[config.mk]
export PLATFORM = sky130hd
export DESIGN_NAME = kf8259_in_service_sequencer
export DESIGN_NICKNAME = d
export VERILOG_FILES = /design/src/rtl/kf8259_in_service_sequencer.sv
export SDC_FILE = /design/constraint.sdc
export NUM_CORES = 1
export LEC_CHECK = 0
export ABC_AREA = 1
export CORE_AREA = 2 2 74 76
export DETAILED_ROUTE_END_ITERATION = 8
export DIE_AREA = 0 0 76 78
export PLACE_DENSITY_LB_ADDON = 0.25
export SLEW_MARGIN = 10
export SYNTH_ARGS = -nofsm -noshare
export SYNTH_HDL_FRONTEND = slang
export SYNTH_SLANG_ARGS = --single-unit
[constraint.sdc]
create_clock -name clock -period 4 [get_ports clock]
set_clock_uncertainty 0.2 [all_clocks]
set_input_delay 1 -clock clock [delete_from_list [all_inputs] [get_ports clock]]
set_output_delay 1 -clock clock [all_outputs]
set_load 0.02 [all_outputs]
[src/rtl/kf8259_in_service_sequencer.sv]
// 8259 in-service sequencer: INTA acknowledge FSM, ISR, EOI and
// priority rotation feedback for the priority resolver.
module kf8259_in_service_sequencer #(
  parameter logic [2:0] SPURIOUS_LEVEL = 3'd7,
  parameter logic [2:0] RESET_ROTATE   = 3'b111
) (
  input  logic       clock,
  input  logic       reset,
  input  logic [7:0] interrupt,
  input  logic       ack_pulse,
  input  logic       ack_mode_8086,
  input  logic       auto_eoi_config,
  input  logic       ocw2_strobe,
  input  logic [2:0] ocw2_cmd,
  input  logic [2:0] ocw2_level,
  output logic [7:0] in_service_register,
  output logic [7:0] highest_level_in_service,
  output logic [2:0] priority_rotate,
  output logic [1:0] ack_phase,
  output logic [2:0] latched_level,
  output logic [7:0] clear_request,
  output logic       end_of_ack
);

  typedef enum logic [1:0] {
    IDLE = 2'd0,
    ACK1 = 2'd1,
    ACK2 = 2'd2,
    ACK3 = 2'd3
  } state_t;

  state_t     state, state_n;
  logic       auto_rotate, auto_rotate_n;
  logic       spurious, spurious_n;
  logic [7:0] isr_n;
  logic [2:0] rotate_n;
  logic [2:0] level_n;
  logic [7:0] clr_req_n;
  logic       eoa_n;
  logic       hl_found;
  logic [2:0] hl_idx;
  logic [2:0] hl_lvl;
  logic [2:0] intr_idx;
  logic [7:0] set_bits;
  logic [7:0] aeoi_clr;
  logic [7:0] ocw_clr;

  assign ack_phase = state;

  // Highest-priority ISR bit, scanning from level rotate+1 upward.
  always_comb begin
    hl_found = 1'b0;
    hl_idx   = 3'd0;
    hl_lvl   = 3'd0;
    for (int k = 0; k < 8; k++) begin
      hl_lvl = priority_rotate + 3'd1 + k[2:0];
      if (!hl_found && in_service_register[hl_lvl]) begin
        hl_found = 1'b1;
        hl_idx   = hl_lvl;
      end
    end
    highest_level_in_service =
      hl_found ? (8'd1 << hl_idx) : 8'd0;
  end

  // Index of the resolver winner.
  always_comb begin
    intr_idx = 3'd0;
    for (int i = 0; i < 8; i++) begin
      if (interrupt[i]) intr_idx = 3'(i);
    end
  end

  // Acknowledge FSM, AEOI and OCW2 next-state logic.
  always_comb begin
    state_n       = state;
    level_n       = latched_level;
    spurious_n    = spurious;
    clr_req_n     = 8'd0;
    eoa_n         = 1'b0;
    set_bits      = 8'd0;
    aeoi_clr      = 8'd0;
    ocw_clr       = 8'd0;
    rotate_n      = priority_rotate;
    auto_rotate_n = auto_rotate;

    unique case (state)
      IDLE, ACK1: begin
        if (ack_pulse) begin
          state_n = ACK2;
          if (interrupt != 8'd0) begin
            level_n    = intr_idx;
            set_bits   = 8'd1 << intr_idx;
            clr_req_n  = interrupt;
            spurious_n = 1'b0;
          end else begin
            level_n    = SPURIOUS_LEVEL;
            spurious_n = 1'b1;
          end
        end
      end
      ACK2: begin
        if (ack_pulse) begin
          if (ack_mode_8086) begin
            state_n = IDLE;
            eoa_n   = 1'b1;
          end else begin
            state_n = ACK3;
          end
        end
      end
      ACK3: begin
        if (ack_pulse) begin
          state_n = IDLE;
          eoa_n   = 1'b1;
        end
      end
    endcase

    if (eoa_n && auto_eoi_config && !spurious) begin
      aeoi_clr = 8'd1 << latched_level;
      if (auto_rotate) rotate_n = latched_level;
    end

    if (ocw2_strobe) begin
      unique case (ocw2_cmd)
        3'b001: ocw_clr = highest_level_in_service;
        3'b011: ocw_clr = 8'd1 << ocw2_level;
        3'b101: begin
          if (hl_found) begin
            ocw_clr  = highest_level_in_service;
            rotate_n = hl_idx;
          end
        end
        3'b111: begin
          ocw_clr  = 8'd1 << ocw2_level;
          rotate_n = ocw2_level;
        end
        3'b110: rotate_n = ocw2_level;
        3'b100: auto_rotate_n = 1'b1;
        3'b000: auto_rotate_n = 1'b0;
        3'b010: ;
      endcase
    end

    isr_n = (in_service_register & ~(ocw_clr | aeoi_clr))
          | set_bits;
  end

  // Register all state and pulse outputs.
  always_ff @(posedge clock or posedge reset) begin
    if (reset) begin
      state               <= IDLE;
      in_service_register <= 8'd0;
      priority_rotate     <= RESET_ROTATE;
      latched_level       <= 3'd0;
      clear_request       <= 8'd0;
      end_of_ack          <= 1'b0;
      auto_rotate         <= 1'b0;
      spurious            <= 1'b0;
    end else begin
      state               <= state_n;
      in_service_register <= isr_n;
      priority_rotate     <= rotate_n;
      latched_level       <= level_n;
      clear_request       <= clr_req_n;
      end_of_ack          <= eoa_n;
      auto_rotate         <= auto_rotate_n;
      spurious            <= spurious_n;
    end
  end

endmodule

==> results of run 1 <==
## sequential cells by signal, summed over array words and instances, names as in the netlist
name and count:
priority_rotate 3, end_of_ack 1, in_service_register 8, spurious 1, auto_rotate 1, latched_level 3, clear_request 8, ack_phase 2
## layout make-up
class | instances | area, sq um | share of cell area [%]
clock buffer | 3 | 41.3 | 1.10
tap | 70 | 87.6 | 2.33
clock inverter | 1 | 8.76 | 0.233
timing repair buffer | 101 | 918 | 24.5
multi-input combinational | 316 | 1780 | 47.4
sequential | 27 | 679 | 18.1
inverter | 59 | 241 | 6.43
## stage by stage
step | utilization [%] | instances | worst slack, ns | instance area [sq um]
final | 74.5 | 577 | -0.104 | 3760
after global routing | 74.5 | 577 | -0.288 | 3760
after CTS | 73.8 | 576 | -0.114 | 3720
after detailed placement | 70.2 | 567 | -0.271 | 3540
after global placement | 70.2 | 567 | -0.245 | 3540
after floorplan | - | 410 | -0.0361 | 2690
## worst paths after layout
check	end	from	slack [ns]
max reg2reg	in_service_register[2]	priority_rotate[0]	0.73
max in group asynchronous	in_service_register[5]	reset	1.94
max	highest_level_in_service[3]	priority_rotate[0]	-0.10
min	spurious	spurious	0.33
min reg2reg	spurious	spurious	0.33
min in group asynchronous	clear_request[0]	reset	1.05
## per-layer routing
metal  GRT usage, %  up-vias  share of wire, %
li1               -     1500                 -
met4           9.09        0               2.7
met5              0        -                 0
met2           47.0       90                49
met1           35.6     1333                44
met3           2.91       18               5.0
## worst max-delay path, stage by stage (launching register included)
cell and delay (ns):
dfstp_2 0.62, inv_8 0.04, ha_4 0.24, buf_12 0.14, nand2_4 0.07, nand2_4 0.07, nand2_2 0.08, nand2_2 0.05
nand2_2 0.08, nand2_4 0.08, nor2_8 0.13, nand4_4 0.17, nor2_8 0.17, nand4_1 0.16, nand3_4 0.17, nand2_4 0.09
nor2_4 0.12, buf_6 0.12
## timing repair
item                       in CTS  in global routing
pin swaps                      18                  4
setup endpoints to repair       8                  8
resized for setup              69                  8
hold endpoints to repair        0                  0
setup buffers                   5                  1
## placed cells by master, fill, tap and decap left out, types with 2 or more instances in the layout
| master | count |
|---|---|
| o22ai_1 | 3 |
| nand2_2 | 16 |
| nand4_1 | 10 |
| nor2_1 | 33 |
| nor2_2 | 4 |
| buf_4 | 46 |
| clkbuf_8 | 3 |
| dfstp_2 | 3 |
| a41oi_1 | 6 |
| nand2_4 | 16 |
| o41ai_1 | 3 |
| inv_6 | 2 |
| nand2_1 | 144 |
| nand3_4 | 2 |
| clkdlybuf4s50_1 | 44 |
| inv_2 | 5 |
| inv_4 | 3 |
| nor2_8 | 2 |
| nand3_1 | 22 |
| a22oi_1 | 2 |
| nor2_4 | 12 |
| dfrtp_1 | 24 |
| nor3_1 | 4 |
| a31oi_1 | 2 |
| o21ai_1 | 6 |
| o21ai_0 | 8 |
| buf_6 | 10 |
| nand3_2 | 7 |
| a21oi_1 | 6 |
| inv_1 | 48 |
## cells by family (layout without fill, tap and decap cells)
group                      after synthesis  count (layout)
AOI/OAI and AO/OA                       40              40
and+or+nand+nor                        274             274
DFF                                     27              27
adders and majority gates                2               2
buffers and inverters                   67             164
==> summary.txt, run 1 <==
Critical path
  – WP data arrival: 2.90 ns
  – Reg2Reg Depth: 21
  – Worst Path Class, Setup: flop to output port
  – Worst setup EP type: output port
  – Crit-path max FO: 7
  – CP required: 2.80 ns
  – CP Launch Type: flop

Logic synthesis
  – Leading area contributor after synthesis: dfrtp_1
  – List of most frequent post-synthesis cells: nand2_1 (155), inv_1 (51), nor2_1 (43), nand3_1 (26), dfrtp_1 (24)
  – Post-Syn Area per Cell: 6.30 sq um
  – Syn nets: 432
  – Synth Area in Compound Gates: 10.4%
  – Post-synthesis simple-gate area fraction: 50.4%
  – Synth Instances: 410
  – Predominant post-synthesis flop cell: dfrtp_1
  – Synth top area cells: dfrtp_1 (23%), nand2_1 (23%), inv_1 (7.4%), nor2_1 (6.2%), nand3_1 (5.0%)
  – Adder-cell share of the synthesized area: 0.969%
  – Cell Area, Synth: 2580 sq um
  – Synth async-reset ratio: 100%
  – Main combinational cell family by area after synthesis: simple AND/OR/NAND/NOR gates
  – Cell variety after synth: 38
  – Register area share after synthesis: 26.3%
  – Synth top area share: 23.2%
  – Mux contribution to synthesized area: 0%
  – EDFF count, synth: 0
  – Yosys reg bits: 27
  – Yosys warnings: 0
  – Most frequent cell after synthesis: nand2_1
  – Synth Area in XOR/XNOR: 0%

Layout
  – Layout overhead on the synthesized area: 45.4%
  – Layout cells sized above 1: 27.4%
  – ANT cells: 0
  – Layout fillers: 440
  – Net count, final: 530

Place
  – PortBufs: 52
  – Placer Congestion: 0.929
  – Detailed placer's ending HPWL: 6150 um

Die
  – Core Rows: 26
  – Die Ht: 78 um
  – Ports: 53
  – Die W: 76 um
  – Full die area: 5930 sq um
  – Starting density of the core: 51.2%
  – Core box area: 5040 sq um

STA
  – Tightest Pin Transition: 1.01 ns
  – Slew Limit Headroom: 32.9%
  – Final setup margin: -0.104 ns
  – Post-layout minimum cycle time: 4.10 ns
  – Final hold violation count: 0
  – Final setup viols: 8
  – Period utilization: 103%
  – RSZ-0062 raised after global routing: true
  – Pins Over Slew Limit: 0
  – Setup TNS: -0.729 ns
  – Hold WS: 0.327 ns
  – Fmax: 244 MHz

Clock network
  – H-tree lvl count: 1
  – CTS Sinks: 27
  – Root buffer cell: clkbuf_8
  – Worst-path clk slew: 0.10 ns
  – CTS tree: done
  – Clk_lat worst skew: 0.28 ns
  – CTS Hold Buffers Added: 0
  – Clock buffer depth: 2
  – CTS Buf Count: 3

Route
  – Drt drc: 0
  – Vias post-DR: 2941
  – Via-to-Cell Ratio: 5.10
  – WL per Instance: 13.3 um
  – Initial DRC count: 190
  – Routed WL: 7650 um
  – Routed Antenna Nets: 0
  – DRT Pass-1 Iters: 4

Outcome
  – Status: finished, violations left
  – Failing checks: negative setup slack

Global route
  – Initial antenna violation count: 0
  – Number of global-route vias before repair: 2885
  – Global-route wire length before repair: 13200 um
  – Overflow after GRT: 0
  – Largest net degree at the start of global routing: 28
  – GRT Total Usage: 27.2%

Run
  – Max cap viols: 0

Worst hold path
  – Hold Crit Class: flop to flop
  – Hold Path Depth: 2
Power of run 1 is left out: the tool's default activity adds up to more than one toggle a clock period on the data nets, which glitch-free logic cannot reach.
==> run 2, diff against run 1 <==
ABC_AREA = default   (was 1)
==> run 2 against run 1 <==
The run still ends with negative setup slack left. Register-to-register slack got worse by 0.53 ns. Sequential share of layout area fell by 1.1 points. Die area did not move. Global-route usage rose by 3.3 points. Count of clock-buffer cells in the layout did not move. Area after synthesis rose by 0.24%. Synthesized cell count fell by 29%. Wire length rose by 17%. Non-clock buffer count rose by 27. Hold slack got worse by 0.0011 ns. Cell count fell by 17%. Critical path depth fell by 4. Critical path type unchanged.
==> summary.txt, run 2 <==
Die
  – Core box area: 5040 sq um (unchanged)
  – Ports: 53 (unchanged)
  – Core Rows: 26 (unchanged)
  – Full die area: 5930 sq um (unchanged)
  – Die W: 76 um (unchanged)
  – Die Ht: 78 um (unchanged)
  – Starting density of the core: 51.4% (+0.12 points)

STA
  – Final setup margin: -0.703 ns (-0.599 ns)
  – Post-layout minimum cycle time: 4.70 ns (+0.599 ns)
  – Hold WS: 0.326 ns (-0.00106 ns)
  – Tightest Pin Transition: 1.00 ns (-0.00434 ns)
  – Slew Limit Headroom: 33.2% (+0.29 points)
  – RSZ-0062 raised after global routing: true
  – Final hold violation count: 0 (unchanged)
  – Fmax: 213 MHz (-13%)
  – Period utilization: 118% (+15 points)
  – Setup TNS: -5.39 ns (-4.67 ns)
  – Final setup viols: 8 (unchanged)
  – Pins Over Slew Limit: 0 (unchanged)

Logic synthesis
  – Synth async-reset ratio: 100% (unchanged)
  – Leading area contributor after synthesis: dfrtp_1
  – Synth top area cells: dfrtp_1 (23%), mux4_2 (8.7%), nor2_1 (4.9%), mux2i_1 (4.6%), dfstp_2 (3.0%)
  – List of most frequent post-synthesis cells: nor2_1 (34), dfrtp_1 (24), nand2_1 (21), inv_1 (15), a21oi_1 (13)
  – Syn nets: 313 (-28%)
  – Post-Syn Area per Cell: 8.90 sq um (+41%)
  – Yosys reg bits: 27 (unchanged)
  – Synth top area share: 23.2% (-0.056 points)
  – Register area share after synthesis: 26.2% (-0.064 points)
  – Cell variety after synth: 67 (+76%)
  – Predominant post-synthesis flop cell: dfrtp_1
  – EDFF count, synth: 0 (unchanged)
  – Cell Area, Synth: 2590 sq um (+0.24%)
  – Yosys warnings: 0 (unchanged)
  – Synth Instances: 291 (-29%)
  – Most frequent cell after synthesis: nor2_1

Clock network
  – Clock buffer depth: 2 (unchanged)
  – CTS Buf Count: 3 (unchanged)
  – Root buffer cell: clkbuf_8
  – H-tree lvl count: 1 (unchanged)
  – CTS Sinks: 27 (unchanged)
  – CTS Hold Buffers Added: 0 (unchanged)
  – Worst-path clk slew: 0.09 ns (about the same)
  – Clk_lat worst skew: 0.27 ns (about the same)
  – CTS tree: done

Critical path
  – Critical Path Sink: highest_level_in_service[3]
  – CP required: 2.80 ns (about the same)
  – CP Launch Type: flop
  – Crit path cell chain: clkinvlp_4, ha_4, buf_6, buf_6, xnor2_4, mux2i_1, a211oi_1, o31ai_1, a21oi_1, or3b_4, buf_4, nor3_4, buf_6
  – Slowest cell on the critical path: dfstp_2
  – Crit-path max FO: 9 (+2)
  – Worst R2R Start: priority_rotate[0]
  – R2r setup slk: 0.20 ns (-0.53 ns)
  – WP buf/inv: 5 (+2)
  – Worst setup EP type: output port
  – CP Launch Point: priority_rotate[0]
  – WP data arrival: 3.50 ns (+0.60 ns)
  – Worst Path Class, Setup: flop to output port
  – CP Depth: 13 (-4)
  – Reg2Reg Depth: 13 (-38%)
  – Top cell family by delay on the critical path: buffers and inverters
  – R2R Path End: in_service_register[0]
  – Most Frequent Cell on Critical Path: buf_6
  – CP max stage delay: 0.58 ns (-0.04 ns)

Global route
  – Number of global-route vias before repair: 2978 (+3.2%)
  – Initial antenna violation count: 0 (unchanged)
  – GRT Total Usage: 30.5% (+3.3 points)
  – Largest net degree at the start of global routing: 28 (unchanged)
  – Overflow after GRT: 0 (unchanged)
  – Global-route wire length before repair: 14500 um (+9.7%)

Layout
  – Most frequent cells in the layout: buf_4 (70), clkdlybuf4s50_1 (44), nor2_1 (29), dfrtp_1 (24), nand2_1 (20)
  – Net count, final: 430 (-19%)
  – Layout overhead on the synthesized area: 54.7%
  – ANT cells: 0 (unchanged)
  – Layout cells sized above 1: 37.1% (+9.7 points)
  – Final std cells w/o fill: 477 (-17%)
  – Largest regs: clear_request x8, in_service_register x8
  – Most common cell after layout, fill and taps aside: buf_4

Route
  – Vias post-DR: 2945 (+0.14%)
  – DRT Pass-1 Iters: 5 (+1)
  – Initial DRC count: 196 (+3.2%)
  – Routed Antenna Nets: 0 (unchanged)
  – Drt drc: 0 (unchanged)
  – WL per Instance: 18.7 um (+41%)
  – Routed WL: 8920 um (+17%)
  – Via-to-Cell Ratio: 6.17 (+21%)

Run
  – Max cap viols: 0 (unchanged)

Place
  – Detailed placer's ending HPWL: 6520 um (+6.0%)
  – Placed insts: 459 (-19%)
  – Placer Congestion: 0.969 (+4.3%)
  – Setup slack at placement: -0.923 ns (-0.652 ns)
  – PortBufs: 52 (unchanged)

Worst hold path
  – Hold Crit Class: flop to flop

Outcome
  – Status: finished, violations left
  – Failing checks: negative setup slack
-- run 2: cell count changes in the layout (fill, tap and decap cells not counted), sizes merged, moves of 7 or more --
cell    before  now
inv         59   14
mux4         0   11
nand4       11    0
nand2      176   22
a21oi        6   15
nor2        51   35
mux2         0    9
buf         57   84
and2         0    9
mux2i        0   13
nand2b       0    7
nand3       31    4
-- run 2: repair_timing --
action	in CTS	in global routing
buffers inserted	11	2
hold endpoints to repair	0	0
resized for setup	73	9
setup endpoints to repair	8	8
gates cloned	1	0
pin swaps	18	8
-- run 2: worst min-delay path by stage --
stage | from | end | slack [ns] | cells after the start
final | auto_rotate | auto_rotate | 0.33 | 2
after global routing | ack_phase[0] | ack_phase[0] | 0.36 | 1
after CTS | auto_rotate | auto_rotate | 0.35 | 2
after detailed placement | ack_phase[0] | ack_phase[0] | 0.32 | 1
after global placement | auto_rotate | auto_rotate | 0.30 | 2
after floorplan | auto_rotate | auto_rotate | 0.25 | 2
-- run 2: cell type report --
class | count | area (sq um)
tap | 70 | 87.6
timing repair buffer | 128 | 1140
sequential | 27 | 679
inverter | 15 | 60.1
multi-input combinational | 233 | 1990
clock inverter | 1 | 5.00
clock buffer | 3 | 41.3
fill | 337 | 1030
-- run 2: worst register-to-register path: cells and delay by family (launching register included) --
kind | cells | cell delay (ns)
AO/OA/AOI/OAI | 3 | 0.67
adder cells (fa/ha/maj) | 1 | 0.38
buffers and inverters | 4 | 0.53
flip-flops | 1 | 0.58
multiplexers | 2 | 0.83
AND/OR/NAND/NOR | 3 | 0.50
-- run 2: kinds of logic (layout without fill, tap and decap cells) --
logic type | count (synthesis) | after routing | share of synthesized area [%]
mux | 33 | 33 | 19.4
fa+ha+maj | 2 | 2 | 0.966
compound gates | 79 | 79 | 21.4
flops | 27 | 27 | 26.2
buf+inv | 31 | 147 | 6.18
simple gates | 112 | 112 | 22.5
xor+xnor | 7 | 7 | 3.43
-- run 2: metal layers --
| layer | share of wire (%) | GRT usage [%] | routed length, um |
|---|---|---|---|
| met4 | 3.7 | 14.2 | 329 |
| met3 | 5.9 | 3.14 | 529 |
| met5 | 0 | 0 | 0 |
| met1 | 36 | 33.2 | 3220 |
| met2 | 54 | 59.2 | 4830 |
-- run 2: per-stage QoR --
step | utilization (%) | instance area [sq um]
final | 79.5 | 4010
after global routing | 79.5 | 4010
after CTS | 78.5 | 3960
after detailed placement | 73.0 | 3680
after global placement | 73.0 | 3680
after floorplan | - | 2720
Power of run 2 is left out for the same reason.
==> run 3, diff against run 2 <==
GPL_TIMING_DRIVEN = 0   (was default)
==> run 3 against run 2 <==
Flip-flop and latch count is the same. Maximum frequency is 1.4% lower. The flow still finishes with violations (negative setup slack). Die area stayed put. Worst setup slack got worse by 0.068 ns. Critical endpoint is now highest_level_in_service[1]. Cell area down 7.3%. Via count down 7.9%.
==> summary.txt, run 3 (synthesis results as in run 2) <==
STA
  – Pins Over Slew Limit: 0 (unchanged)
  – Slew Limit Headroom: 32.1% (-1.1 points)
  – Hold WS: 0.313 ns (-0.0126 ns)
  – Post-layout minimum cycle time: 4.77 ns (+0.0678 ns)
  – Fmax: 210 MHz (-1.4%)
  – Final setup viols: 8 (unchanged)
  – Tightest Pin Transition: 1.02 ns (+0.0167 ns)
  – Final hold violation count: 0 (unchanged)
  – Period utilization: 119% (+1.7 points)
  – RSZ-0062 raised after global routing: true
  – Final setup margin: -0.771 ns (-0.0678 ns)

Layout
  – Layout cells sized above 1: 29.5% (-7.6 points)
  – Most frequent cells in the layout: clkdlybuf4s50_1 (44), nor2_1 (30), buf_4 (28), dfrtp_1 (24), nand2_1 (20)
  – Layout overhead on the synthesized area: 43.4%
  – Most common cell after layout, fill and taps aside: clkdlybuf4s50_1
  – ANT cells: 0 (unchanged)
  – Net count, final: 396 (-7.9%)
  – Layout fillers: 369 (+9.5%)
  – Largest regs: clear_request x8, in_service_register x8

Die
  – Starting density of the core: 51.4% (unchanged)
  – Ports: 53 (unchanged)
  – Die W: 76 um (unchanged)
  – Die Ht: 78 um (unchanged)
  – Core Rows: 26 (unchanged)
  – Core box area: 5040 sq um (unchanged)
  – Full die area: 5930 sq um (unchanged)

Place
  – Detailed placer's ending HPWL: 5620 um (-14%)
  – PortBufs: 52 (unchanged)
  – Placer Congestion: 0.879 (-9.2%)

Critical path
  – Top cell family by delay on the critical path: multiplexers
  – Crit-path max FO: 6 (-3)
  – Most Frequent Cell on Critical Path: buf_12
  – Worst setup EP type: output port
  – CP Launch Type: flop
  – Reg2Reg Depth: 14 (+1)
  – Worst Path Class, Setup: flop to output port
  – CP required: 2.80 ns (about the same)
  – WP data arrival: 3.57 ns (+0.07 ns)
  – CP max stage delay: 0.57 ns (about the same)
  – Slowest cell on the critical path: dfstp_2
  – WP buf/inv: 5 (unchanged)
  – CP Depth: 13 (unchanged)
  – Crit path cell chain: buf_12, clkinvlp_4, ha_4, buf_12, mux2_4, mux4_2, nor3b_4, nand2_4, o31ai_4, a21oi_2, buf_6, nor4_4, buf_4

Run
  – Max cap viols: 0 (unchanged)

Outcome
  – Status: finished, violations left
  – Failing checks: negative setup slack

Worst hold path
  – Hold Crit Class: flop to flop
  – Hold Path Depth: 2 (unchanged)

Route
  – Initial DRC count: 232 (+18%)
  – Vias post-DR: 2713 (-7.9%)
  – WL per Instance: 17.8 um (-4.8%)
  – Via-to-Cell Ratio: 6.12 (-0.81%)
  – Drt drc: 0 (unchanged)
  – Routed WL: 7890 um (-12%)
  – Routed Antenna Nets: 0 (unchanged)
  – DRT Pass-1 Iters: 4 (-1)

Clock network
  – H-tree lvl count: 1 (unchanged)
  – CTS tree: done
  – CTS Sinks: 27 (unchanged)
  – Worst-path clk slew: 0.09 ns (about the same)
  – Clock buffer depth: 2 (unchanged)
  – CTS Buf Count: 3 (unchanged)
  – Root buffer cell: clkbuf_8
  – Clk_lat worst skew: 0.28 ns (about the same)

Global route
  – Number of global-route vias before repair: 2751 (-7.6%)
  – Initial antenna violation count: 0 (unchanged)
  – Global-route wire length before repair: 13000 um (-10%)
  – Largest net degree at the start of global routing: 28 (unchanged)
  – Overflow after GRT: 0 (unchanged)
  – GRT Total Usage: 27.0% (-3.5 points)
## run 3: changes by cell type in the layout (fill, tap and decap cells not counted), moves of 2 or more
cell	change
nor4b_1	-3
o21ai_0	+2
buf_8	-2
o21ai_1	-2
buf_2	+3
buf_4	-42
buf_12	+2
clkbuf_1	+5
nor4b_2	+3
## run 3: tightest hold or removal path, cell delays in order (launching register included)
cell and delay [ns]:
dfrtp_1 0.37, nand2_1 0.05, o21ai_0 0.06
## run 3: area by class of cell
class / instances / area, sq um / area share [%]
multi-input cells: 233 / 1960 / 52.8
repair buffers: 79 / 749 / 20.2
flip-flops and latches: 27 / 679 / 18.3
plain buffers: 15 / 130 / 3.50
well taps: 70 / 87.6 / 2.36
inverters: 15 / 60.1 / 1.62
clock buffers: 4 / 45.0 / 1.21
## run 3: per-stage QoR
stage                     TNS [ns]  instance area, sq um  worst slack, ns  instances  util, %
final                        -6.01                  3710           -0.771        443     73.6
after global routing         -7.23                  3710           -0.923        443     73.6
after CTS                    -5.78                  3630           -0.750        439     72.0
after detailed placement     -9.76                  3330            -1.28        413     66.0
after global placement       -9.57                  3330            -1.24        413     66.0
after floorplan              -3.77                  2720           -0.500        291        -
## run 3: routing by layer
layer  vias to the layer above  share of wire [%]  global-route usage (%)
met4                         0                3.8                    13.6
li1                       1253                  -                       -
met2                       116                 51                    48.2
met5                         -                  0                       0
met1                      1316                 40                    32.7
met3                        28                5.2                    2.44
## run 3: final timing paths
check | start | to | slack (ns)
max in group asynchronous | reset | clear_request[3] | 1.93
worst max register to register | priority_rotate[0] | in_service_register[0] | 0.12
worst min register to register | auto_rotate | auto_rotate | 0.31
worst min-delay path | auto_rotate | auto_rotate | 0.31
worst max-delay path | priority_rotate[0] | highest_level_in_service[1] | -0.77
min in group asynchronous | reset | in_service_register[7] | 1.06
## run 3: repair_timing
action	CTS	global route
gates resized for setup	64	9
pin swaps	11	9
endpoints found under the setup margin	13	11
setup buffers	22	4
hold buffers	0	0
cloned	1	0
Power of run 3 is left out for the same reason.
